File: src/rtl/writeback_unit_pkg.sv
// Shared constants and result-select encodings for the writeback unit.
// Imported by writeback_unit and sb_counter.
package writeback_unit_pkg;

  localparam int DATA_W = 16;
  localparam int NREGS  = 16;
  localparam int CNT_W  = 2;

  typedef enum logic [1:0] {
    WB_ALU  = 2'b00,
    WB_LOAD = 2'b01,
    WB_PC2  = 2'b10,
    WB_RSVD = 2'b11
  } wbsel_e;

endpackage

File: src/rtl/writeback_unit_sb_counter.sv
// Saturating pending-write counter for one scoreboard register.
// Ports: inc (+1), decCnt (0..2 decrements), cnt (value), err (over/underflow now).
module sb_counter #(
  parameter int CNT_W = writeback_unit_pkg::CNT_W
) (
  input  logic             clk,
  input  logic             rst,
  input  logic             inc,
  input  logic [1:0]       decCnt,
  output logic [CNT_W-1:0] cnt,
  output logic             err
);

  localparam logic signed [CNT_W+1:0] MAXS =
    $signed({2'b00, {CNT_W{1'b1}}});

  logic signed [CNT_W+1:0] sum;
  logic [CNT_W-1:0]        cntNxt;

  // Net of all events this cycle, in a width that holds -2..max+1.
  always_comb begin
    sum = $signed({2'b00, cnt})
        + $signed({{(CNT_W+1){1'b0}}, inc})
        - $signed({{CNT_W{1'b0}}, decCnt});
    err    = 1'b0;
    cntNxt = sum[CNT_W-1:0];
    if (sum < 0) begin
      err    = 1'b1;
      cntNxt = '0;
    end else if (sum > MAXS) begin
      err    = 1'b1;
      cntNxt = {CNT_W{1'b1}};
    end
  end

  always_ff @(posedge clk) begin
    if (rst) cnt <= '0;
    else     cnt <= cntNxt;
  end

endmodule

File: src/rtl/writeback_unit.sv
// WB pipeline register, result mux and per-register pending-write scoreboard.
// Ports: MEM bundle in, issue/cancel events in, RF write out, two busy queries, sb_err.
module writeback_unit #(
  parameter int DATA_W = writeback_unit_pkg::DATA_W,
  parameter int NREGS  = writeback_unit_pkg::NREGS,
  parameter int CNT_W  = writeback_unit_pkg::CNT_W
) (
  input  logic              clk,
  input  logic              rst,
  input  logic              stall,
  input  logic              mem_valid,
  input  logic              mem_regwrite,
  input  logic [3:0]        mem_dst,
  input  logic [1:0]        mem_wbsel,
  input  logic [DATA_W-1:0] mem_alu_result,
  input  logic [DATA_W-1:0] mem_load_data,
  input  logic [DATA_W-1:0] mem_pc_plus2,
  input  logic              iss_valid,
  input  logic              iss_regwrite,
  input  logic [3:0]        iss_dst,
  input  logic              can_valid,
  input  logic [3:0]        can_dst,
  input  logic [3:0]        q_src1,
  input  logic [3:0]        q_src2,
  output logic [3:0]        DstReg,
  output logic              WriteReg,
  output logic [DATA_W-1:0] DstData,
  output logic              q_busy1,
  output logic              q_busy2,
  output logic              sb_err
);

  import writeback_unit_pkg::*;

  logic              wbValid;
  logic              wbRegWrite;
  logic [3:0]        wbDst;
  wbsel_e            wbSel;
  logic [DATA_W-1:0] wbAlu;
  logic [DATA_W-1:0] wbLoad;
  logic [DATA_W-1:0] wbPc2;
  logic [DATA_W-1:0] wbData;
  logic              writeRaw;

  always_ff @(posedge clk) begin
    if (rst) begin
      wbValid    <= 1'b0;
      wbRegWrite <= 1'b0;
      wbDst      <= '0;
      wbSel      <= WB_ALU;
      wbAlu      <= '0;
      wbLoad     <= '0;
      wbPc2      <= '0;
    end else begin
      wbValid    <= mem_valid & ~stall;
      wbRegWrite <= mem_regwrite;
      wbDst      <= mem_dst;
      wbSel      <= wbsel_e'(mem_wbsel);
      wbAlu      <= mem_alu_result;
      wbLoad     <= mem_load_data;
      wbPc2      <= mem_pc_plus2;
    end
  end

  always_comb begin
    wbData = '0;
    unique case (wbSel)
      WB_ALU:  wbData = wbAlu;
      WB_LOAD: wbData = wbLoad;
      WB_PC2:  wbData = wbPc2;
      WB_RSVD: wbData = '0;
    endcase
  end

  // Outputs are forced quiet while reset is held.
  assign writeRaw = wbValid & wbRegWrite & (wbDst != '0);
  assign WriteReg = writeRaw & ~rst;
  assign DstReg   = rst ? '0 : wbDst;
  assign DstData  = rst ? '0 : wbData;

  logic [CNT_W-1:0] cnt [NREGS];
  logic [NREGS-1:0] errVec;

  // R0 is hardwired: no counter, never busy.
  assign cnt[0]    = '0;
  assign errVec[0] = 1'b0;

  for (genvar i = 1; i < NREGS; i++) begin : g_sb
    logic issHit;
    logic comHit;
    logic canHit;
    assign issHit = iss_valid & iss_regwrite & (iss_dst == 4'(i));
    assign comHit = WriteReg & (DstReg == 4'(i));
    assign canHit = can_valid & (can_dst == 4'(i));

    sb_counter #(.CNT_W(CNT_W)) u_cnt (
      .clk    (clk),
      .rst    (rst),
      .inc    (issHit),
      .decCnt ({1'b0, comHit} + {1'b0, canHit}),
      .cnt    (cnt[i]),
      .err    (errVec[i])
    );
  end

  // A last pending write committing this cycle is bypassed by the RF.
  always_comb begin
    q_busy1 = ~rst & (q_src1 != '0) & (cnt[q_src1] != '0)
            & ~((cnt[q_src1] == CNT_W'(1)) & WriteReg
                & (DstReg == q_src1));
    q_busy2 = ~rst & (q_src2 != '0) & (cnt[q_src2] != '0)
            & ~((cnt[q_src2] == CNT_W'(1)) & WriteReg
                & (DstReg == q_src2));
  end

  always_ff @(posedge clk) begin
    if (rst)          sb_err <= 1'b0;
    else if (|errVec) sb_err <= 1'b1;
  end

endmodule

File: config.mk
export PLATFORM = sky130hd
export DESIGN_NAME = writeback_unit
export DESIGN_NICKNAME = d
export VERILOG_FILES = /design/src/rtl/writeback_unit_pkg.sv /design/src/rtl/writeback_unit_sb_counter.sv /design/src/rtl/writeback_unit.sv
export SDC_FILE = /design/constraint.sdc
export NUM_CORES = 1
export LEC_CHECK = 0
export BUFFER_PORTS_ARGS = -buffer_cell sky130_fd_sc_hd__buf_2
export CORE_UTILIZATION = 52
export DETAILED_ROUTE_END_ITERATION = 7
export GPL_ROUTABILITY_DRIVEN = 1
export PLACE_DENSITY = 0.75
export SYNTH_ARGS = -nofsm -noshare
export SYNTH_HDL_FRONTEND = slang
export SYNTH_HIERARCHICAL = 1
export SYNTH_SLANG_ARGS = --single-unit
File: constraint.sdc
create_clock -name clk -period 3.2 [get_ports clk]
set_input_delay 0.16 -clock clk [delete_from_list [all_inputs] [get_ports clk]]
set_output_delay 0.16 -clock clk [all_outputs]
set_load 0.005 [all_outputs]
# Word level (Yosys, flattened, before mapping)
# Index checks and enable logic that the tools add are counted.
dict set report classes {
  reduce_logical 22
  shifts 0
  div 0
  bitwise 66
  multipliers 0
  mux 54
  addsub 45
  magnitude_cmp 32
  eq_ne 52
}
# op count
set ops {}
lappend ops {{equality test 4 bit (second input constant)} 24}
lappend ops {{case mux 16 bit (4 select lines)} 1}
lappend ops {{AND 1 bit} 60}
lappend ops {{greater-than comparator 4 x 3 -> 1 bit (second input constant)} 15}
lappend ops {{< comparator 4 x 1 -> 1 bit (second input constant)} 15}
lappend ops {{subtractor 3 x 2 -> 4 bit} 15}
lappend ops {{equality test 4 x 3 -> 1 bit (second input constant)} 12}
lappend ops {{adder 2 x 1 -> 3 bit} 15}
lappend ops {{two-way mux 2 bit} 19}
lappend ops {{adder 1 x 1 -> 2 bit} 15}
lappend ops {{two-way mux 1 bit} 30}
lappend ops {{OR reduction 2 bit} 15}
lappend ops {{equality test 4 x 2 -> 1 bit (second input constant)} 6}
lappend ops {{binary-select mux 2 bit (select 4 bit)} 2}
lappend ops {{two-way mux 16 bit} 1}
lappend ops {{OR reduction 15 bit} 1}
lappend ops {{equality test 4 x 1 -> 1 bit (second input constant)} 3}
lappend ops {{nonzero test 4 bit} 3}
lappend ops {{>= comparator 5 bit (second input constant)} 2}
lappend ops {{NOT 4 -> 5 bit} 2}
lappend ops {{equality test 4 bit} 2}
lappend ops {{equality test 2 x 1 -> 1 bit (second input constant)} 3}
lappend ops {{equality test 2 bit (second input constant)} 2}
lappend ops {{two-way mux 4 bit} 1}
lappend ops {{3 further kinds} 7}
dict set report word_totals {
  register_bits 87
  mem_bits_rw 0
  in_bits 78
  mem_bits_ro 0
  output_inout_bits 24
  latch_bits 0
  n_memories 0
  elab_cells 294
}

# Logic depth before layout (Yosys ltp)
dict set report depth {
  depth_word 10
  ltp_mapped 16
}

# By module
# The synthesis kept the hierarchy.
# mod cells_each n_inst seq_area_each_um2 area_each_um2
set modules_own_cells {}
lappend modules_own_cells {writeback_unit 362 1 1141.1 3239.4}
lappend modules_own_cells {{sb_counter (g_sb[10].u_cnt ...)} 22 13 40.0 201.4}
lappend modules_own_cells {{sb_counter (g_sb[8].u_cnt ...)} 23 2 40.0 203.9}

# Worst setup path after synthesis
# OpenSTA, ideal clock, no wires.
dict set report synth_path {
  kind {register -> register}
  start {register wbDst[2]}
  end {register sb_err}
  t_arrival_ps 2949
  path_buffers 1
  synth_period_minus_slack_ps 3089
  setup_time_ps 140
  setup_slack_ps 111
  path_stages_with_launch 15
  cell_sequence {dfxtp_1 > clkbuf_1 > nand2b_1 > inv_2 > nand2_1 > nor4_1 > ha_1 > ha_1 > inv_1 > ha_1 > fa_1 > nor3b_1 > a21oi_1 > nor4_1 > a41oi_1}
}
dict set report synth_via {
  word_cells_on_any_way 125
  cone_classes {30 x add/sub; 30 x order compare; 15 x eq/ne; 31 x mux; 17 x bitwise; 2 x reduce/logical}
}
# element line
set synth_rtl {}
lappend synth_rtl {{start: declaration} writeback_unit.sv:37} ;# logic [3:0] wbDst;
lappend synth_rtl {{start signal: assignment} writeback_unit.sv:57} ;# wbDst <= mem_dst;
lappend synth_rtl {{two-way mux 4 bit *} writeback_unit.sv:78} ;# assign DstReg = rst ? '0 : wbDst;
lappend synth_rtl {{named net DstReg[2]} writeback_unit.sv:25} ;# output logic [3:0] DstReg,
lappend synth_rtl {{equality test 4 bit *} writeback_unit.sv:93} ;# assign comHit = WriteReg & (DstReg == 4'(i));
lappend synth_rtl {{AND 1 bit *} writeback_unit.sv:93}
lappend synth_rtl {{adder 1 x 1 -> 2 bit *} writeback_unit.sv:100} ;# .decCnt ({1'b0, comHit} + {1'b0, canHit}),
lappend synth_rtl {{subtractor 3 x 2 -> 4 bit *} writeback_unit_sb_counter.sv:24} ;# - $signed({{CNT_W{1'b0}}, decCnt});
lappend synth_rtl {{greater-than comparator 4 x 3 -> 1 bit} writeback_unit_sb_counter.sv:30} ;# end else if (sum > MAXS) begin
lappend synth_rtl {{two-way mux 1 bit} writeback_unit_sb_counter.sv:30}
lappend synth_rtl {{two-way mux 1 bit *} writeback_unit_sb_counter.sv:27} ;# if (sum < 0) begin
lappend synth_rtl {{named net errVec[12]} writeback_unit.sv:82} ;# logic [NREGS-1:0] errVec;
lappend synth_rtl {{OR reduction 15 bit *} writeback_unit.sv:118} ;# else if (|errVec) sb_err <= 1'b1;
lappend synth_rtl {{end signal: assignment} writeback_unit.sv:117} ;# if (rst) sb_err <= 1'b0;
lappend synth_rtl {{end signal: assignment} writeback_unit.sv:118}
lappend synth_rtl {{end: declaration} writeback_unit.sv:30} ;# output logic sb_err
# The timed path passes the listed nets; every way through them passes the cells marked *.
# A chain may end at the register's enable or synchronous reset.

# Final worst setup path
dict set report layout_path {
  start {register wbValid}
  end {register sb_err}
}
dict set report layout_via {
  elab_chain_len 10
  word_cells_on_any_way 109
  cone_classes {30 x add/sub; 30 x order compare; 30 x mux; 18 x bitwise; 1 x reduce/logical}
}
# element line
set layout_rtl {}
lappend layout_rtl {{start: declaration} writeback_unit.sv:35} ;# logic wbValid;
lappend layout_rtl {{start signal: assignment} writeback_unit.sv:55} ;# wbValid <= mem_valid & ~stall;
lappend layout_rtl {{AND 1 bit * (2 in a row)} writeback_unit.sv:76} ;# assign writeRaw = wbValid & wbRegWrite & (wbDst != '0);
lappend layout_rtl {{AND 1 bit *} writeback_unit.sv:77} ;# assign WriteReg = writeRaw & ~rst;
lappend layout_rtl {{AND 1 bit *} writeback_unit.sv:93}
lappend layout_rtl {{adder 1 x 1 -> 2 bit *} writeback_unit.sv:100}
lappend layout_rtl {{subtractor 3 x 2 -> 4 bit *} writeback_unit_sb_counter.sv:24}
lappend layout_rtl {{greater-than comparator 4 x 3 -> 1 bit} writeback_unit_sb_counter.sv:30}
lappend layout_rtl {{two-way mux 1 bit} writeback_unit_sb_counter.sv:30}
lappend layout_rtl {{two-way mux 1 bit *} writeback_unit_sb_counter.sv:27}
lappend layout_rtl {{named net errVec[7]} writeback_unit.sv:82}
lappend layout_rtl {{OR reduction 15 bit *} writeback_unit.sv:118}
# Marks and branches as above.

==> flow_metrics.tcl <==
set metrics [dict create \
    crit_required_ns 3.41 \
    num_rows 39 \
    ant_nets 0 \
    cp_max_fo 6 \
    cts.sinks 87 \
    synth_cells 694 \
    setup_viol 0 \
    worstHoldPathType "primary input to register" \
    r2r_cells 15 \
    worstSetupEndpoint "sb_err" \
    status "finished with violations" \
    cts_buffer_depth 2 \
    p_leak_uw 0.00354 \
    dpl_cell_area_um2 7220 \
    skew_ns 0.00913 \
    synth_top_family_by_area "simple AND/OR/NAND/NOR gates" \
    dp_slack_ns -0.322 \
    fin_nets 1000 \
    routed_wl_mm 16.1 \
    htree_levels 3 \
    fill_cells 912 \
    die_area_um2 12500 \
    critical_path_class "register to register" \
    vias 5409 \
    ys_async_sr_fraction 0 \
    dr.pass1.iters 7 \
    regToRegEndpoint "sb_err" \
    r2r_slack_ns 0.04 \
    gp_congestion 0.906 \
    antenna_found_initial 1 \
    synth_enable_flop_cells 0 \
    yosysWarnings 6 \
    synth_compound_area_frac 0.0773 \
    cp.arrival_ns 3.36 \
    finalSetupTns_ns 0 \
    synth_area_per_cell_um2 9.03 \
    grt_use_total 0.268 \
    final_util 0.669 \
    insertion_delay_ns 0.35 \
    die_width_um 112 \
    syn_nets 862 \
    fmax_mhz 317 \
    cp-start-kind "register" \
    fin_cells 980 \
    synth_mux_area_frac 0.0905 \
    rsz0062_at_grt "yes" \
    post-dp-hpwl_mm 12.6 \
    port_buffers 101 \
    clkTransAtPathRegs_ns 0.07 \
    synthSimpleGateAreaFrac 0.246 \
    slew_violations 0 \
    ys_ff_latch 87 \
    area_growth_pct 23.5 \
    initial_utilization 0.542 \
    wl_per_cell_um 16.4 \
    stdcell_area_um2 7740 \
    fin_ws_ns 0.0449 \
    synth_cell_types 46 \
    finalCriticalPeriod_ns 3.16 \
    routed_via_density 5.52 \
    antenna_cells 0 \
    grt_max_degree 64 \
    core_area_um2 11600 \
    ys_seq_area_frac 0.278 \
    clock-root-buffer "clkbuf_16" \
    drive_above_1_share 0.286 \
    overflow 0 \
    powerDensity_nw_per_um2 613 \
    slew_headroom 0.172 \
    drt_iter0_drc 313 \
    r2r-start "wbValid" \
    drc_errors 13 \
    grt_pass1_wl_mm 26.2 \
    max-cap-violations 0 \
    period_share 0.986 \
    numCtsBuffers 9 \
    io_pins 102 \
    tritoncts "built" \
    synth_ff_type "dfxtp_1" \
    die_h_um 112 \
    dp_cells 962 \
    violations "DRC" \
    grt_pass1_vias 5541 \
    startpoint "wbValid" \
    synth_fa_ha_area_frac 0.216 \
    hold_viol 0 \
    ir_worst_vdd_mv 0.350 \
    worst_pin_slew_ns 1.24 \
    synth_xor_area_frac 0.0280 \
    crit_path_end_kind "register" \
    synthesis.area_um2 6270 \
]
-- worst max-delay path, stage by stage (launching register included) --
cell	delay (ns)
dfxtp_1	0.31
nand2_1	0.06
or2_4	0.28
inv_2	0.07
nand3_2	0.12
buf_4	0.18
nor3_4	0.14
ha_1	0.26
ha_1	0.28
inv_1	0.04
ha_1	0.20
fa_1	0.41
nor3b_2	0.23
a21oi_2	0.08
nor4_2	0.23
a41oi_1	0.13
-- stage by stage --
step	hold slack [ns]	power (uW)
after floorplan	0.236	2960
after global placement	0.356	3470
after detailed placement	0.359	3590
after CTS	0.00599	4670
after global routing	0.00828	5060
final	0.0159	4740
-- placed cells by master (no fill, tap or decap), types with 7 or more instances in the layout --
cell	instances
nor2_1	93
o21a_1	17
mux2i_1	18
nand2b_4	15
nand2b_1	9
nor2b_1	59
buf_2	100
buf_4	52
nor3b_2	7
clkbuf_16	9
nand2_1	10
nor3b_1	7
inv_1	75
nor3_1	36
ha_1	59
xnor2_1	20
mux4_2	10
fa_1	24
dfxtp_1	85
a21oi_1	46
-- area by class of cell --
class	instances	area (um2)	share of cell area
Multi-Input combinational cell	503	4330	0.559
Timing Repair Buffer	153	901	0.116
Clock buffer	9	225	0.0291
Tap cell	143	179	0.0231
Inverter	78	293	0.0378
Clock inverter	7	66.3	0.00857
Sequential cell	87	1740	0.225
-- cells by family after synthesis --
kind of cell             count (synthesis)
multiplexers                            37
flip-flops                              87
AO/OA/AOI/OAI                           80
AND/OR/NAND/NOR                        276
adder cells (fa/ha/maj)                 90
XOR/XNOR                                20
buffers and inverters                  104
-- Yosys cell counts, types with 2 or more instances --
master,instances,share of area
nor2_1,97,0.058
dfxtp_1,87,0.28
inv_1,75,0.045
ha_1,60,0.12
nor2b_1,60,0.060
a21oi_1,47,0.038
nor3_1,45,0.036
fa_1,30,0.096
xnor2_1,20,0.028
clkbuf_1,18,0.011
mux2i_1,18,0.029
o21a_1,17,0.020
nand2b_4,15,0.033
nor3b_1,14,0.017
nand2_1,13,0.0078
mux4_2,10,0.036
nor4_1,10,0.010
nand2b_1,9,0.0090
buf_2,4,0.0032
mux4_1,4,0.017
a31oi_1,3,0.0030
buf_1,3,0.0018
inv_2,3,0.0018
mux2_1,3,0.0054
nor4bb_1,3,0.0048
mux2_2,2,0.0036
nand3_1,2,0.0016
nand3b_1,2,0.0024
o21ai_0,2,0.0016
o32ai_1,2,0.0028
-- layer usage --
layer / part of all wire / up-vias / GRT usage
met4: 0.043 / 2 / 0.138
met2: 0.47 / 196 / 0.441
li1: - / 2605 / -
met3: 0.073 / 48 / 0.0637
met5: 0.0011 / - / 0
met1: 0.41 / 2558 / 0.328
-- worst min-delay path by stage --
| stage | from | endpoint | slack, ns | depth (start not counted) |
|---|---|---|---|---|
| after floorplan | stall | wbValid | 0.24 | 1 |
| after global placement | stall | wbValid | 0.36 | 2 |
| after detailed placement | stall | wbValid | 0.36 | 2 |
| after CTS | mem_alu_result[13] | wbAlu[13] | 0.006 | 2 |
| after global routing | mem_alu_result[13] | wbAlu[13] | 0.008 | 2 |
| final | mem_pc_plus2[11] | wbPc2[11] | 0.02 | 2 |
-- registers in the layout, summed over array words and instances, names as in the netlist --
name	count
wbPc2	16
g_sb.u_cnt/cnt	30
wbDst	4
wbLoad	16
wbAlu	16
wbValid	1
sb_err	1
wbSel	2
wbRegWrite	1
-- timing repair --
action,CTS,global route
endpoints found under the hold margin,1,0
hold buffers,1,0
resized for setup,19,29
setup buffers,0,1
pin swaps,4,7
setup endpoints to repair,1,2
-- power by group --
part	switching (uW)	leakage (uW)	internal, uW
clock	486	0.000141	544
sequential	239	0.000727	1310
combinational	1050	0.00267	1120
total	1770	0.00354	2970
Note: power is estimated with default switching activity, not from simulation.
